File: config.mk
export PLATFORM = sky130hd
export DESIGN_NAME = sipo_deserializer
export DESIGN_NICKNAME = d
export VERILOG_FILES = /design/src/rtl/shift_reg_pkg.sv /design/src/rtl/out_hold_reg.sv /design/src/rtl/sipo_deserializer.sv
export SDC_FILE = /design/constraint.sdc
export NUM_CORES = 1
export LEC_CHECK = 0
export BUFFER_PORTS_ARGS = -buffer_cell sky130_fd_sc_hd__buf_2
export CAP_MARGIN = 10
export CORE_MARGIN = 2
export CORE_UTILIZATION = 48
export CTS_CLUSTER_SIZE = 30
export DETAILED_ROUTE_END_ITERATION = 10
export PLACE_DENSITY = 0.82
export SYNTH_ARGS = -nofsm -noshare
export SYNTH_HDL_FRONTEND = slang
export SYNTH_SLANG_ARGS = --single-unit
File: constraint.sdc
create_clock -name clk -period 2.85 [get_ports clk]
set_clock_uncertainty 0.15 [all_clocks]
set_input_delay 0.285 -clock clk [delete_from_list [all_inputs] [get_ports clk]]
set_output_delay 0.285 -clock clk [all_outputs]
set_load 0.05 [all_outputs]
File: src/rtl/shift_reg_pkg.sv
// Shared definitions for the PISO/SIPO shifter pair: FSM states, default width,
// and the bit-counter width helper.
package shift_reg_pkg;

   typedef enum logic {ST_COLLECT, ST_PARITY} deser_state_t;

   localparam int DEFAULT_WIDTH = 8;

   // Counter must hold the values 0..width, hence width+1.
   function automatic int cnt_w(input int width);
      return $clog2(width + 1);
   endfunction

endpackage

File: src/rtl/out_hold_reg.sv
// One-entry output holding register with valid/ready handshake; reports a drop
// pulse when a word arrives while the held word is still unconsumed.
module out_hold_reg
   import shift_reg_pkg::*;
#(
   parameter int WIDTH = DEFAULT_WIDTH
) (
   input  logic             clk,
   input  logic             rst_n,
   input  logic             load,
   input  logic [WIDTH-1:0] load_data,
   input  logic             load_flag,
   input  logic             out_ready,
   output logic             out_valid,
   output logic [WIDTH-1:0] out_data,
   output logic             out_flag,
   output logic             drop
);

   // Handshake: a word is consumed on any cycle with out_valid && out_ready;
   // out_data/out_flag stay stable while out_valid && !out_ready, and a word
   // may be accepted and a new one loaded on the same edge.
   logic free;

   assign free = !out_valid || out_ready;
   assign drop = load && !free;

   always_ff @(posedge clk or negedge rst_n) begin
      if (!rst_n) begin
         out_valid <= 1'b0;
         out_data  <= '0;
         out_flag  <= 1'b0;
      end else if (load && free) begin
         out_valid <= 1'b1;
         out_data  <= load_data;
         out_flag  <= load_flag;
      end else if (out_valid && out_ready) begin
         out_valid <= 1'b0;
      end
   end

endmodule

File: src/rtl/sipo_deserializer.sv
// MSB-first serial-to-parallel deserializer with one-entry output register and
// sticky overflow. Optional even-parity frame check under `PARITY_CHECK_EN.
module sipo_deserializer
   import shift_reg_pkg::*;
#(
   parameter int WIDTH = DEFAULT_WIDTH
) (
   input  logic             clk,
   input  logic             rst_n,
   input  logic             shift_en,
   input  logic             serial_in,
   input  logic             sync,
   input  logic             out_ready,
   output logic             out_valid,
   output logic [WIDTH-1:0] out_data,
   output logic             overflow,
   input  logic             ovf_clr,
   output logic             par_err,
   output deser_state_t     state_dbg
);

   localparam int              CNT_W    = cnt_w(WIDTH);
   localparam logic [CNT_W-1:0] LAST_BIT = CNT_W'(WIDTH - 1);

   deser_state_t     state, state_nxt;
   logic [WIDTH-1:0] shift_reg;
   logic [CNT_W-1:0] bit_cnt;
   logic             data_bit;
   logic             load;
   logic [WIDTH-1:0] load_word;
   logic             load_flag;
   logic             drop;
`ifdef PARITY_CHECK_EN
   logic             par_acc;
`endif

   always_comb begin
      state_nxt = state;
      data_bit  = 1'b0;
      load      = 1'b0;
      load_word = {shift_reg[WIDTH-2:0], serial_in};
      load_flag = 1'b0;
      if (sync) begin
         state_nxt = ST_COLLECT;
      end else if (shift_en) begin
         case (state)
            ST_COLLECT: begin
               data_bit = 1'b1;
               if (bit_cnt == LAST_BIT) begin
`ifdef PARITY_CHECK_EN
                  state_nxt = ST_PARITY;
`else
                  load = 1'b1;
`endif
               end
            end
`ifdef PARITY_CHECK_EN
            // Full word already sits in shift_reg; this cycle carries the parity bit.
            ST_PARITY: begin
               state_nxt = ST_COLLECT;
               load      = 1'b1;
               load_word = shift_reg;
               load_flag = par_acc ^ serial_in;
            end
`endif
            default: state_nxt = ST_COLLECT;
         endcase
      end
   end

   always_ff @(posedge clk or negedge rst_n) begin
      if (!rst_n) begin
         state     <= ST_COLLECT;
         shift_reg <= '0;
         bit_cnt   <= '0;
      end else begin
         state <= state_nxt;
         if (sync) begin
            shift_reg <= '0;
            bit_cnt   <= '0;
         end else if (data_bit) begin
            shift_reg <= {shift_reg[WIDTH-2:0], serial_in};
            bit_cnt   <= (bit_cnt == LAST_BIT) ? '0 : bit_cnt + 1'b1;
         end
      end
   end

`ifdef PARITY_CHECK_EN
   always_ff @(posedge clk or negedge rst_n) begin
      if (!rst_n)               par_acc <= 1'b0;
      else if (sync || load)    par_acc <= 1'b0;
      else if (data_bit)        par_acc <= par_acc ^ serial_in;
   end
`endif

   // Drop beats clear when both happen in the same cycle.
   always_ff @(posedge clk or negedge rst_n) begin
      if (!rst_n)       overflow <= 1'b0;
      else if (drop)    overflow <= 1'b1;
      else if (ovf_clr) overflow <= 1'b0;
   end

   out_hold_reg #(.WIDTH(WIDTH)) u_hold (
      .clk       (clk),
      .rst_n     (rst_n),
      .load      (load),
      .load_data (load_word),
      .load_flag (load_flag),
      .out_ready (out_ready),
      .out_valid (out_valid),
      .out_data  (out_data),
      .out_flag  (par_err),
      .drop      (drop)
   );

   assign state_dbg = state;

endmodule

# After elaboration in Yosys (flattened, before gate mapping)
# Index checks and enable logic that the tools add are counted.
[word_totals]
ram_bits = 0
ff_bits = 22
output_inout_bits = 12
latchBits = 0
mem_count = 0
in_bits = 7
romBits = 0
word_cells = 36
[op_classes]
n_shift = 0
n_reduce_logical = 10
bitwise = 0
eq_ne = 1
n_div = 0
n_lt_le_gt_ge = 0
mul = 0
addsub = 1
n_mux = 18
[op_table]
columns = ["op", "count"]
rows = [
  ["$mux W7", 2],
  ["$mux W1", 13],
  ["$mux W4", 3],
  ["$reduce_bool A2 Y1", 4],
  ["$add A4 B1 Y4 const B", 1],
  ["$eq A4 B3 Y1 const B", 1],
  ["$logic_and A1 B1 Y1", 3],
  ["$logic_not A1 Y1", 2],
  ["$logic_or A1 B1 Y1", 1],
]

# Logic depth before layout (Yosys ltp)
[logic_depth]
depth_word = 7
mapped_depth = 4

# Cells and area by module
# Synthesis repeated with hierarchy kept, for this count alone.
[hier_totals]
hier_cells = 71
area_unflattened_um2 = 943.4
[modules_own_cells]
columns = ["module", "area_each_um2", "cells_each", "n_inst"]
rows = [
  ["sipo_deserializer", 555.5, 47, 1],
  ["out_hold_reg", 387.9, 24, 1],
]

# Least setup slack after synthesis
# Ideal clock, no wire load.
[synth_path]
path_type = "register to register"
start = "register u_hold.out_valid"
end = "register u_hold.out_data[0]"
t_arrival_ps = 1477
stages_incl_launch_ff = 4
synth_period_minus_slack_ps = 1752
t_required_ps = 2575
slack_ps = 1098
n_path_buf = 0
cell_sequence = "dfrtp_1 or2b_2 nand4_4 mux2_2"
[synth_between]
elab_chain_cells = 3
[synth_lines]
columns = ["element", "line_no", "source"]
rows = [
  ["from (decl)", "out_hold_reg.sv:14", "output logic out_valid,"],
  ["from (signal assigned)", "out_hold_reg.sv:30", "out_valid <= 1'b0;"],
  ["from (signal assigned)", "out_hold_reg.sv:34", "out_valid <= 1'b1;"],
  ["from (signal assigned)", "out_hold_reg.sv:38", "out_valid <= 1'b0;"],
  ["$logic_not A1 Y1", "out_hold_reg.sv:25", "assign free = !out_valid || out_ready;"],
  ["$logic_or A1 B1 Y1", "out_hold_reg.sv:25", ""],
  ["$logic_and A1 B1 Y1", "out_hold_reg.sv:33", "end else if (load && free) begin"],
  ["to (signal assigned)", "out_hold_reg.sv:35", "out_data <= load_data;"],
  ["to (decl)", "out_hold_reg.sv:15", "output logic [WIDTH-1:0] out_data,"],
]
# No other way between the ends.
# A chain may end at the register's enable or synchronous reset.

# Worst setup path in the final report
[layout_path]
start = "register bit_cnt[0]"
end = "register u_hold.out_data[6]"
[layout_between]
elab_chain_cells = 6
[layout_lines]
columns = ["element", "line_no", "source"]
rows = [
  ["from (decl)", "sipo_deserializer.sv:27", "logic [CNT_W-1:0] bit_cnt;"],
  ["from (signal assigned)", "sipo_deserializer.sv:83", "bit_cnt <= (bit_cnt == LAST_BIT) ? '0 : bit_cnt + 1'b1;"],
  ["$eq A4 B3 Y1", "sipo_deserializer.sv:49", "if (bit_cnt == LAST_BIT) begin"],
  ["$mux W1", "sipo_deserializer.sv:49", ""],
  ["$mux W1", "sipo_deserializer.sv:46", "case (state)"],
  ["$mux W1", "sipo_deserializer.sv:45", "end else if (shift_en) begin"],
  ["$mux W1", "sipo_deserializer.sv:43", "if (sync) begin"],
  ["$logic_and A1 B1 Y1", "out_hold_reg.sv:33", ""],
]
# No other way between the ends.

==> impl_metrics.tcl <==
set metrics [dict create \
    ir_drop_mv 0.280 \
    setup_viol 0 \
    wl_mm 1.45 \
    cellPowerDensity_mw_per_mm2 461 \
    status "completed" \
    grt.total_usage_pct 15.5 \
    drc 0 \
    grt_max_degree 22 \
    drive_gt1_share_pct 34.1 \
    drv_slew 0 \
    dr.pass1.iters 3 \
    coreArea_mm2 0.00176 \
    arrival_ns 1.58 \
    max_freq_ghz 0.653 \
    hold_viol 0 \
    rows 15 \
    dp_slack_ns 1.26 \
    netlist_area_um2 913 \
    min_to "u_hold.out_data[0]" \
    nNetsFinal 97 \
    rsz0062_at_grt "no" \
    cts_root_buf "clkbuf_4" \
    die_h_um 47.6 \
    cts_sinks 21 \
    crit_path_start_kind "flop" \
    floorplan.initialDensity_pct 51.8 \
    cts_tree "built" \
    crit_path_start "bit_cnt[0]" \
    final.min_clock_period_ns 1.53 \
    most-common-layout-cells "dfrtp_1 (21), buf_2 (16), nor2_1 (9)" \
    grt_pass1_wl_mm 2.32 \
    overflow 0 \
    cts_buffers 3 \
    grt_pass1_vias 527 \
    p_leak_uw 0.000564 \
    final.period_utilization_pct 53.7 \
    place_hpwl_mm 1.04 \
    clk_path_buf_depth 2 \
    cp-end-kind "flop" \
    r2r_slack_ns 1.32 \
    cp.required_ns 2.89 \
    gp_congestion 0.677 \
    clk_pin_slew_ns 0.11 \
    ant_nets 0 \
    vias 564 \
    antenna_found_initial 0 \
    io_pins 19 \
    n_antenna_cell 0 \
    cp_max_fo 8 \
    setup_tns_ns 0 \
    final_cell_count_no_fill 113 \
    clk_latency_ns 0.30 \
    syn_area_per_cell_um2 13.0 \
    drt_iter0_drc 4 \
    r2r-start "bit_cnt[0]" \
    wl_per_cell_um 12.8 \
    htree_levels 1 \
    whs_path_depth 2 \
    yosys_warnings 0 \
    r2r_end "u_hold.out_data[6]" \
    synth_cells 70 \
    io_buffers 16 \
    final_common_cell "dfrtp_1" \
    maxCapViolations 0 \
    ys_seq_area_share_pct 57.5 \
    synthDistinctLibCells 24 \
    hold_slack_ns 0.0842 \
    synth_edf_count 0 \
    ys.flop_type "dfrtp_1" \
    path_class "flop to flop" \
    async_flop_share_pct 100 \
    dp_cells 107 \
    hp-class "primary input to flop" \
    min-delay-start "serial_in" \
    area_growth_pct 14.5 \
    largest_reg_flops 8 \
    ys_seq_elements 21 \
    fin_ws_ns 1.32 \
    die_w_um 47.6 \
    reg2reg_depth 3 \
    viasPerCell 4.99 \
    die_area_mm2 0.00227 \
]
-- repair_timing --
| action | 4_1_cts | 5_1_grt |
|---|---|---|
| hold buffers | 1 | 1 |
| hold endpoints to repair | 21 | 1 |
| endpoints found under the setup margin | 0 | 0 |
| gates resized for setup | 0 | 0 |
| setup buffers | 0 | 0 |
-- routing by layer --
layer	vias up	GRT usage, %	share of wire (%)	wire length [um]
li1	276	-	-	-
met1	272	19.5	46	675
met2	14	24.3	48	690
met3	2	3.40	5.1	74
met4	0	9.73	0.83	12
met5	-	0	0	0
-- cell usage after synthesis (2+ instances only) --
cell | n | area share, %
mux2_2 | 5 | 6.2
dfrtp_1 | 21 | 58
a21oi_1 | 2 | 1.1
mux2_4 | 3 | 4.9
buf_4 | 2 | 1.6
nor2_1 | 9 | 3.7
mux2i_1 | 8 | 8.8
nand2_1 | 3 | 1.2
nand3b_1 | 2 | 1.6
-- power breakdown --
| part | internal [uW] | total (uW) | switching (uW) | leakage, uW |
|---|---|---|---|---|
| registers | 302 | 305 | 3.35 | 0.000291 |
| logic | 11.5 | 34.5 | 23.0 | 0.000258 |
| clock network | 54.5 | 142 | 88.0 | 0.0000150 |
-- per-stage QoR --
step / cell area, um^2 / utilization [%] / total power, uW
global route: 1050 / 59.3 / 507
global placement: 1000 / 56.7 / 343
finish: 1050 / 59.3 / 482
floorplan: 917 / - / 334
detailed placement: 1000 / 56.7 / 344
CTS: 1040 / 58.7 / 485
-- logic make-up after synthesis --
logic type | Yosys count | share of synthesized area [%]
AO/OA/AOI/OAI | 3 | 1.78
XOR/XNOR | 1 | 0.959
adder cells (fa/ha/maj) | 1 | 1.37
buffers and inverters | 6 | 3.56
flip-flops | 21 | 57.5
multiplexers | 16 | 19.9
other | 1 | 0.411
AND/OR/NAND/NOR | 21 | 14.5
-- critical path, stage by stage, from the launching register on --
cell	delay, ns
dfrtp_1	0.41
ha_1	0.29
nand4_4	0.22
mux2_4	0.35
-- cell type report --
type                       instances  area (um^2)
timing repair buffer              18          100
sequential                        21          526
tap                               25         31.3
clock buffer                       4         26.3
fill                             167          718
inverter                           1         3.75
multi-input combinational         44          359
-- worst max path at each step --
stage                         endpoint  slack (ns)
finish              u_hold.out_data[6]        1.32
global route        u_hold.out_data[6]        1.21
CTS                 u_hold.out_data[6]        1.31
detailed placement  u_hold.out_data[6]        1.26
global placement    u_hold.out_data[6]        1.29
floorplan           u_hold.out_data[0]        1.10
(Power assumes the default switching activity.)
